`config.mk`:
```
export PLATFORM = sky130hd
export DESIGN_NAME = song_player
export DESIGN_NICKNAME = d
export VERILOG_FILES = /design/src/rtl/song_player.sv
export SDC_FILE = /design/constraint.sdc
export NUM_CORES = 1
export LEC_CHECK = 0
export CAP_MARGIN = 20
export CORE_MARGIN = 2
export CORE_UTILIZATION = 42
export DETAILED_ROUTE_END_ITERATION = 12
export SLEW_MARGIN = 20
export SYNTH_ARGS = -nofsm -noshare
export SYNTH_HDL_FRONTEND = slang
export SYNTH_SLANG_ARGS = --single-unit
```
`constraint.sdc`:
```
create_clock -name clk -period 3.8 [get_ports clk]
set_input_delay 0.76 -clock clk [delete_from_list [all_inputs] [get_ports clk]]
set_output_delay 0.76 -clock clk [all_outputs]
set_load 0.01 [all_outputs]
```
`src/rtl/song_player.sv`:
```
// -----------------------------------------------------------------------------
// song_player
//   Autoplay note source for the piano. Walks through built-in song ROMs and
//   produces the same 4-bit note code and 7-bit one-hot LED pattern as the
//   keyboard controller, so the top level can mux the two sources.
//
// Ports
//   clk          in   1  system clock
//   rst          in   1  asynchronous active-high reset
//   mode         in   3  mode switches; playback enabled when equal to AUTO_MODE
//   song_select  in   2  raw buttons, bit0 = next song, bit1 = previous song
//   note_out     out  4  0 = rest, 1..7 = do..si, 8..14 = one octave up
//   led_out      out  7  one-hot scale degree of note_out
//   song_idx     out  2  currently selected song
//   playing      out  1  high while loading, playing or in the inter-note gap
//   done         out  1  high once the end marker of the song was reached
//
// Notes
//   ROM entries are {note[3:0], dur[2:0]}; dur 0 plays as 1, note 15 ends the
//   song. One note period is dur*BEAT_CYCLES + 1 cycles: one LOAD cycle, the
//   audible part, then GAP_CYCLES of silence. GAP_CYCLES must be at least 1
//   and below BEAT_CYCLES.
// -----------------------------------------------------------------------------
module song_player #(
    parameter int         BEAT_CYCLES = 25_000_000,
    parameter int         GAP_CYCLES  = 2_500_000,
    parameter int         NUM_SONGS   = 3,
    parameter int         MAX_LEN     = 64,
    parameter logic [2:0] AUTO_MODE   = 3'd1,
    parameter bit         LOOP        = 1'b0
) (
    input  logic       clk,
    input  logic       rst,
    input  logic [2:0] mode,
    input  logic [1:0] song_select,
    output logic [3:0] note_out,
    output logic [6:0] led_out,
    output logic [1:0] song_idx,
    output logic       playing,
    output logic       done
);

    localparam int STEP_W = $clog2(MAX_LEN + 1);
    // The longest single phase is a full 7-beat note.
    localparam int CNT_W  = $clog2(7 * BEAT_CYCLES + 1);

    localparam logic [STEP_W-1:0] STEP_ZERO = {STEP_W{1'b0}};
    localparam logic [STEP_W-1:0] STEP_ONE  = STEP_W'(1);
    localparam logic [STEP_W-1:0] STEP_END  = STEP_W'(MAX_LEN);
    localparam logic [CNT_W-1:0]  CNT_ZERO  = {CNT_W{1'b0}};
    localparam logic [CNT_W-1:0]  CNT_ONE   = CNT_W'(1);
    localparam logic [CNT_W-1:0]  BEAT_LEN  = CNT_W'(BEAT_CYCLES);
    localparam logic [CNT_W-1:0]  GAP_LEN   = CNT_W'(GAP_CYCLES);
    localparam logic [1:0]        LAST_SONG = 2'(NUM_SONGS - 1);
    localparam logic [3:0]        NOTE_END  = 4'd15;

    typedef enum logic [2:0] {
        ST_IDLE = 3'd0,
        ST_LOAD = 3'd1,
        ST_PLAY = 3'd2,
        ST_GAP  = 3'd3,
        ST_DONE = 3'd4
    } state_t;

    // Song ROM; any index past the listed entries reads as the end marker.
    function automatic logic [6:0] rom_entry(input logic [1:0] song, input logic [31:0] idx);
        logic [6:0] e;
        e = {NOTE_END, 3'd0};
        case (song)
            2'd0: begin
                case (idx)
                    32'd0:   e = {4'd1, 3'd1};
                    32'd1:   e = {4'd3, 3'd2};
                    32'd2:   e = {4'd5, 3'd1};
                    32'd3:   e = {4'd0, 3'd1};
                    default: e = {NOTE_END, 3'd0};
                endcase
            end
            2'd1: begin
                case (idx)
                    32'd0:   e = {4'd8,  3'd1};
                    32'd1:   e = {4'd10, 3'd2};
                    32'd2:   e = {4'd12, 3'd0};
                    32'd3:   e = {4'd14, 3'd1};
                    default: e = {NOTE_END, 3'd0};
                endcase
            end
            2'd2: begin
                case (idx)
                    32'd0:   e = {4'd7, 3'd3};
                    32'd1:   e = {4'd6, 3'd1};
                    32'd2:   e = {4'd0, 3'd2};
                    32'd3:   e = {4'd2, 3'd1};
                    default: e = {NOTE_END, 3'd0};
                endcase
            end
            2'd3: begin
                case (idx)
                    32'd0:   e = {4'd3, 3'd1};
                    32'd1:   e = {4'd0, 3'd1};
                    32'd2:   e = {4'd3, 3'd1};
                    default: e = {NOTE_END, 3'd0};
                endcase
            end
            default: e = {NOTE_END, 3'd0};
        endcase
        return e;
    endfunction

    // One-hot scale degree; both octaves light the same LED.
    function automatic logic [6:0] led_of(input logic [3:0] n);
        logic [6:0] l;
        l = 7'd0;
        if ((n >= 4'd1) && (n <= 4'd7)) begin
            l = 7'd1 << (n - 4'd1);
        end else if ((n >= 4'd8) && (n <= 4'd14)) begin
            l = 7'd1 << (n - 4'd8);
        end else begin
            l = 7'd0;
        end
        return l;
    endfunction

    logic [2:0]        mode_s1_r, mode_s2_r;
    logic [1:0]        sel_s1_r, sel_s2_r, sel_d_r;
    state_t            state_r, state_nxt_s;
    logic [STEP_W-1:0] step_r, step_nxt_s;
    logic [CNT_W-1:0]  cnt_r, cnt_nxt_s;
    logic [3:0]        note_nxt_s;
    logic [6:0]        led_nxt_s;
    logic [1:0]        song_nxt_s;
    logic              playing_nxt_s, done_nxt_s;
    logic              auto_s, next_s, prev_s, change_s;
    logic [1:0]        sel_pulse_s;
    logic [6:0]        entry_s;
    logic [3:0]        rom_note_s;
    logic [2:0]        rom_dur_s;

    // Two-flop synchronisers for the switches and buttons, plus the button edge history.
    always_ff @(posedge clk or posedge rst) begin
        if (rst) begin
            mode_s1_r <= 3'd0;
            mode_s2_r <= 3'd0;
            sel_s1_r  <= 2'd0;
            sel_s2_r  <= 2'd0;
            sel_d_r   <= 2'd0;
        end else begin
            mode_s1_r <= mode;
            mode_s2_r <= mode_s1_r;
            sel_s1_r  <= song_select;
            sel_s2_r  <= sel_s1_r;
            sel_d_r   <= sel_s2_r;
        end
    end

    // Button pulses and song index stepping; simultaneous next+prev cancel out.
    always_comb begin
        auto_s      = (mode_s2_r == AUTO_MODE);
        sel_pulse_s = sel_s2_r & ~sel_d_r;
        next_s      = (sel_pulse_s == 2'b01);
        prev_s      = (sel_pulse_s == 2'b10);
        change_s    = next_s | prev_s;
        if (next_s) begin
            song_nxt_s = (song_idx == LAST_SONG) ? 2'd0 : (song_idx + 2'd1);
        end else if (prev_s) begin
            song_nxt_s = (song_idx == 2'd0) ? LAST_SONG : (song_idx - 2'd1);
        end else begin
            song_nxt_s = song_idx;
        end
    end

    // Playback sequencer next-state and next-output logic.
    always_comb begin
        state_nxt_s = state_r;
        step_nxt_s  = step_r;
        cnt_nxt_s   = cnt_r;
        note_nxt_s  = note_out;
        led_nxt_s   = led_out;
        entry_s     = rom_entry(song_idx, 32'(step_r));
        rom_note_s  = entry_s[6:3];
        rom_dur_s   = (entry_s[2:0] == 3'd0) ? 3'd1 : entry_s[2:0];

        if (!auto_s) begin
            state_nxt_s = ST_IDLE;
            step_nxt_s  = STEP_ZERO;
            cnt_nxt_s   = CNT_ZERO;
            note_nxt_s  = 4'd0;
            led_nxt_s   = 7'd0;
        end else if (change_s && (state_r != ST_IDLE)) begin
            // Truncate whatever is sounding and restart the new song.
            state_nxt_s = ST_LOAD;
            step_nxt_s  = STEP_ZERO;
            cnt_nxt_s   = CNT_ZERO;
            note_nxt_s  = 4'd0;
            led_nxt_s   = 7'd0;
        end else begin
            case (state_r)
                ST_IDLE: begin
                    state_nxt_s = ST_LOAD;
                    step_nxt_s  = STEP_ZERO;
                    note_nxt_s  = 4'd0;
                    led_nxt_s   = 7'd0;
                end
                ST_LOAD: begin
                    if ((rom_note_s == NOTE_END) || (step_r == STEP_END)) begin
                        state_nxt_s = ST_DONE;
                        note_nxt_s  = 4'd0;
                        led_nxt_s   = 7'd0;
                    end else begin
                        state_nxt_s = ST_PLAY;
                        note_nxt_s  = rom_note_s;
                        led_nxt_s   = led_of(rom_note_s);
                        // Counts down to zero, so load the audible length minus one.
                        cnt_nxt_s   = CNT_W'(rom_dur_s) * BEAT_LEN - GAP_LEN - CNT_ONE;
                    end
                end
                ST_PLAY: begin
                    if (cnt_r == CNT_ZERO) begin
                        state_nxt_s = ST_GAP;
                        note_nxt_s  = 4'd0;
                        led_nxt_s   = 7'd0;
                        cnt_nxt_s   = GAP_LEN - CNT_ONE;
                    end else begin
                        cnt_nxt_s   = cnt_r - CNT_ONE;
                    end
                end
                ST_GAP: begin
                    if (cnt_r == CNT_ZERO) begin
                        state_nxt_s = ST_LOAD;
                        step_nxt_s  = step_r + STEP_ONE;
                    end else begin
                        cnt_nxt_s   = cnt_r - CNT_ONE;
                    end
                end
                ST_DONE: begin
                    note_nxt_s = 4'd0;
                    led_nxt_s  = 7'd0;
                    if (LOOP) begin
                        state_nxt_s = ST_LOAD;
                        step_nxt_s  = STEP_ZERO;
                    end else begin
                        state_nxt_s = ST_DONE;
                    end
                end
                default: begin
                    state_nxt_s = ST_IDLE;
                    step_nxt_s  = STEP_ZERO;
                    cnt_nxt_s   = CNT_ZERO;
                    note_nxt_s  = 4'd0;
                    led_nxt_s   = 7'd0;
                end
            endcase
        end

        playing_nxt_s = (state_nxt_s == ST_LOAD) || (state_nxt_s == ST_PLAY) ||
                        (state_nxt_s == ST_GAP);
        done_nxt_s    = (state_nxt_s == ST_DONE);
    end

    // Sequencer state, counters and registered outputs.
    always_ff @(posedge clk or posedge rst) begin
        if (rst) begin
            state_r  <= ST_IDLE;
            step_r   <= STEP_ZERO;
            cnt_r    <= CNT_ZERO;
            note_out <= 4'd0;
            led_out  <= 7'd0;
            song_idx <= 2'd0;
            playing  <= 1'b0;
            done     <= 1'b0;
        end else begin
            state_r  <= state_nxt_s;
            step_r   <= step_nxt_s;
            cnt_r    <= cnt_nxt_s;
            note_out <= note_nxt_s;
            led_out  <= led_nxt_s;
            song_idx <= song_nxt_s;
            playing  <= playing_nxt_s;
            done     <= done_nxt_s;
        end
    end

endmodule

```
== After elaboration in Yosys (flattened, before gate mapping) ==
Index checks and enable logic that the tools add are counted.
Storage, ports and cells
  word-level logic and storage cells: 114
  register bits: 65
Operators by class
  shift operators: 2
  $add $sub $neg: 8
  bitwise operators: 3
  reductions and logical operators: 19
  magnitude comparators: 4
  equal/unequal tests: 26
  multiply operators: 1
  muxes and demuxes: 38
Operators with widths (number)
  $mux W28: 5
  $pmux W28 S4: 1
  $pmux W7 S4: 3
  $mux W7: 9
  $sub A28 B1 Y28 const B: 2
  $logic_not A28 Y1: 1
  $pmux W7 S2: 2
  $sub A28 B22 Y28 const B: 1
  $pmux W6 S4: 1
  $mul A3 B19 Y22 const B: 1
  $pmux W7 S3: 1
  $mux W3: 6
  $mux W4: 4
  $ne A4 B4 Y1 const B: 4
  $pmux W3 S5: 1
  $eq A7 B2 Y1 const B: 2
  $shl A1 B4 Y7 const A: 2
  $eq A3 B2 Y1 const B: 4
  $pmux W4 S3: 1
  $eq A3 B1 Y1 const B: 3
  $mux W2: 4
  $add A7 B1 Y7 const B: 1
  $eq A7 B1 Y1 const B: 1
  $eq A7 B7 Y1 const B: 1
  other kinds (28): 40

== Depth between registers and ports, before layout ==
  depth after elaboration: 13
  depth in mapped cells: 11
  gate-level depth less buffers: 10

== Worst setup path before layout ==
OpenSTA, ideal clock, no wires.
  kind: reg2reg
  start point: reg cnt_r[0]
  end point: reg cnt_r[7]
  buffers on the path: 1
  path slack: 1.080 ns
  required time: 3.671 ns
  stages on the path, launching flop included: 11
  arrival time: 2.591 ns
  setup time: 0.129 ns
  period minus slack after synthesis: 2.720 ns
  cell sequence: dfrtp_1 -> inv_1 -> ha_1 -> nor3b_2 -> nand4_1 -> or4_4 -> a221o_1 -> a31oi_4 -> nand2b_1 -> buf_2 -> o21ai_0
Between the ends
  cells in the longest elaborated chain, start to end: 5
  elaborated cells between the ends (all ways): 9
  those cells by class: 1 x add/sub; 1 x eq/ne; 5 x mux; 2 x reduce/logical
RTL lines
  from (decl): line 128  | logic [CNT_W-1:0] cnt_r, cnt_nxt_s;
  from (signal assigned): line 274  | cnt_r <= cnt_nxt_s;
  $sub A28 B1 Y28 / $logic_not A28 Y1 (equally long branches)
  $mux W28, on equally long branches: line 228, 218
  $pmux W28 S4: line 197  | case (state_r)
  $mux W28: line 189  | end else if (change_s && (state_r != ST_IDLE)) begin
  $mux W28: line 183  | if (!auto_s) begin
Parallel ways exist; a longest one is shown, timed or not. The select of a mux whose other input is x is not followed.
A chain may end at the register's enable or synchronous reset.

== Worst setup path after layout ==
  start point: reg cnt_r[0]
  end point: reg cnt_r[13]
Same word-level chain as after synthesis.

==> results_dict.tcl <==
set metrics [dict create \
    grt_pass1_wl_um 15500 \
    final_area_um2 4310 \
    yosysWarnings 0 \
    cts_hold_buffers 0 \
    ys_ff_latch 65 \
    use_met1 0.285 \
    p_leak_nw 1.83 \
    seq_power_share 0.392 \
    grt_util_met3 0.0340 \
    dieArea_um2 9730 \
    dieWidth_um 98.7 \
    max_freq_mhz 298 \
    critPathLaunchType "register" \
    skew_ns 0.0119 \
    drive_gt1_frac 0.0844 \
    avgSynthCellArea_um2 8.59 \
    irDropWorstVdd_v 0.000209 \
    num_vias 3392 \
    dp_hpwl_um 6420 \
    ant_nets 0 \
    drv_slew 0 \
    drc 0 \
    track_usage 0.196 \
    hold_viol_final 0 \
    n_antenna_cell 0 \
    rows 34 \
    p_per_area_nw_per_um2 432 \
    max_cap_viol_count 0 \
    clock-root-buffer "clkbuf_8" \
    grt_pass1_vias 3080 \
    portBuffers 21 \
    fin_crit_ns 3.36 \
    yosysSeqAreaShare 0.432 \
    synth.distinct_cells 58 \
    post-cts-setup-buffers 0 \
    cp.arrival_ns 3.59 \
    cts_resized 0 \
    cts.sinks 65 \
    tns_ns 0 \
    area_growth_pct 14.6 \
    cts.htree.levels 3 \
    place_congestion 0.871 \
    tightest_slew_ns 0.854 \
    cp.required_ns 4.03 \
    clockPowerShare 0.364 \
    status "completed" \
    vias_per_cell 5.95 \
    fin_crit_sh 0.884 \
    multi_input_area_um2 1970 \
    clockBufferDepth 2 \
    setup_viol 0 \
    busiest_layer "met2" \
    first_iter_violations 198 \
    switching_share 0.312 \
    wl_per_cell_um 16.2 \
    gr-usage-met2 0.292 \
    nets 474 \
    syn-instance-count 438 \
    async_reset_ff_frac 1.00 \
    dr.pass1.iters 5 \
    synth_edf_count 0 \
    synth_ff_type "dfrtp_1" \
    synth_area_um2 3760 \
    rsz0062_at_grt "false" \
    critPathCaptureType "register" \
    cts_tree "yes" \
    final-seq-area_um2 1630 \
    clk-insertion-delay-late_ns 0.34 \
    path_class "register to register" \
    syn-num-nets 455 \
    clk_pin_slew_worst_paths_ns 0.08 \
    grt_antenna_before_repair 0 \
    start_util 0.432 \
    die_h_um 98.7 \
    final_util 0.494 \
    switchingPower_mw 0.580 \
    power.internal_mw 1.28 \
    io_pins 22 \
    grt_max_degree 32 \
    routed_wirelength_um 9250 \
    place_area_um2 4080 \
    relSlewSlack 0.431 \
    min_path_type "register to register" \
    pwr-share-comb 0.244 \
    fill_cells 815 \
    cp_max_fo 31 \
    coreArea_um2 8720 \
    grt_overflow_total 0 \
    cts_inserted_buffers 9 \
]
## per-layer routing
metal	routed length (um)	up-vias
li1	-	1640
met1	4440	1639
met2	4230	100
met3	440	13
met4	140	0
met5	0	-
## cells by family (layout without fill, tap and decap cells)
kind of cell               count (synthesis)  after routing  synth area share
and+or+nand+nor                          164            164             0.235
AOI/OAI and AO/OA                        153            153             0.245
DFF                                       65             65             0.432
buffers and inverters                     42             66            0.0439
adders and majority gates                 10             10            0.0332
muxes                                      4              4            0.0106
## Yosys cell counts, types with 3 or more instances
| master | count | share of area |
|---|---|---|
| or3b_2 | 3 | 0.0070 |
| a21oi_1 | 32 | 0.043 |
| nand2_1 | 34 | 0.034 |
| and2_1 | 3 | 0.0050 |
| clkbuf_1 | 14 | 0.014 |
| nor2b_1 | 7 | 0.012 |
| or2_2 | 4 | 0.0066 |
| nand2b_1 | 9 | 0.015 |
| or3_1 | 3 | 0.0050 |
| nand4_1 | 3 | 0.0050 |
| nand4b_1 | 3 | 0.0070 |
| o31ai_1 | 5 | 0.010 |
| nand3_1 | 12 | 0.016 |
| o21ai_0 | 69 | 0.092 |
| nor2_1 | 40 | 0.040 |
| inv_1 | 20 | 0.020 |
| mux2i_1 | 4 | 0.011 |
| nor4_1 | 8 | 0.013 |
| and3_1 | 6 | 0.010 |
| buf_2 | 5 | 0.0066 |
| dfrtp_1 | 65 | 0.43 |
| or4_1 | 4 | 0.0080 |
| a31oi_1 | 13 | 0.022 |
| nor3_1 | 14 | 0.019 |
| a22oi_1 | 3 | 0.0060 |
| a22o_1 | 3 | 0.0070 |
| ha_1 | 10 | 0.033 |
## critical path, stage by stage, from the launching register on
cell     delay, ns
dfrtp_1       0.43
inv_1         0.07
ha_1          0.19
nor3b_2       0.38
nand4_1       0.27
or4_4         0.59
a221o_1       0.37
a31oi_4       0.34
buf_4         0.35
a21oi_1       0.07
o22a_1        0.19
## power by group through the flow
stage / combinational [mW] / clock, mW / sequential (mW)
after detailed placement: 0.448 / 0 / 0.745
after global placement: 0.446 / 0 / 0.743
final: 0.454 / 0.678 / 0.731
after floorplan: 0.326 / 0 / 0.745
after CTS: 0.450 / 0.693 / 0.731
after global routing: 0.509 / 0.729 / 0.734
## cell usage in the layout (no fill, tap or decap), types with 3 or more instances in the layout
cell type        count
nor2_1              40
dfrtp_1             65
or2_2                4
nor4_1               8
mux2i_1              4
nand4_1              3
nand3_1             12
buf_4                8
a21oi_1             32
o31ai_1              5
and3_1               6
a22oi_1              3
inv_1               19
clkdlybuf4s50_1     21
a22o_1               3
or3_1                3
nor3_1              14
or3b_2               3
ha_1                10
nand4b_1             3
and2_1               3
nand2b_1             9
nor2b_1              7
or4_1                4
o21ai_0             69
nand2_1             34
a31oi_1             13
clkbuf_8            11
## layout make-up
class,count,area share
Multi-Input combinational cell,331,0.457
Sequential cell,65,0.377
Timing Repair Buffer,29,0.0627
Clock buffer,11,0.0351
Tap cell,108,0.0313
Inverter,21,0.0183
Clock inverter,5,0.0180
## registers in the layout, indices dropped and copies added (netlist names), 2 cells and up
register,count
cnt_r,28
led_out,7
mode_s1_r,3
mode_s2_r,3
note_out,4
sel_d_r,2
sel_s1_r,2
sel_s2_r,2
song_idx,2
state_r,3
step_r,7
## per-stage QoR
step | std cells | total power, mW | hold WS (ns) | worst slack (ns)
floorplan | 438 | 1.07 | 0.331 | 1.08
global route | 570 | 1.97 | 0.363 | 0.230
global placement | 554 | 1.19 | 0.333 | 0.669
detailed placement | 554 | 1.19 | 0.336 | 0.515
finish | 570 | 1.86 | 0.349 | 0.442
CTS | 570 | 1.87 | 0.351 | 0.484
## worst paths after layout
kind                             start  depth (start not counted)  slack [ns]      endpoint
min in group asynchronous          rst                          2        0.82  mode_s2_r[2]
max in group asynchronous          rst                          3        2.26   sel_s2_r[0]
hold / removal             sel_s1_r[1]                          0        0.35   sel_s2_r[1]
hold reg to reg            sel_s1_r[1]                          0        0.35   sel_s2_r[1]
setup reg to reg              cnt_r[0]                         10        0.44     cnt_r[13]
setup / recovery              cnt_r[0]                         10        0.44     cnt_r[13]
Power figures use the tool's default switching activity.
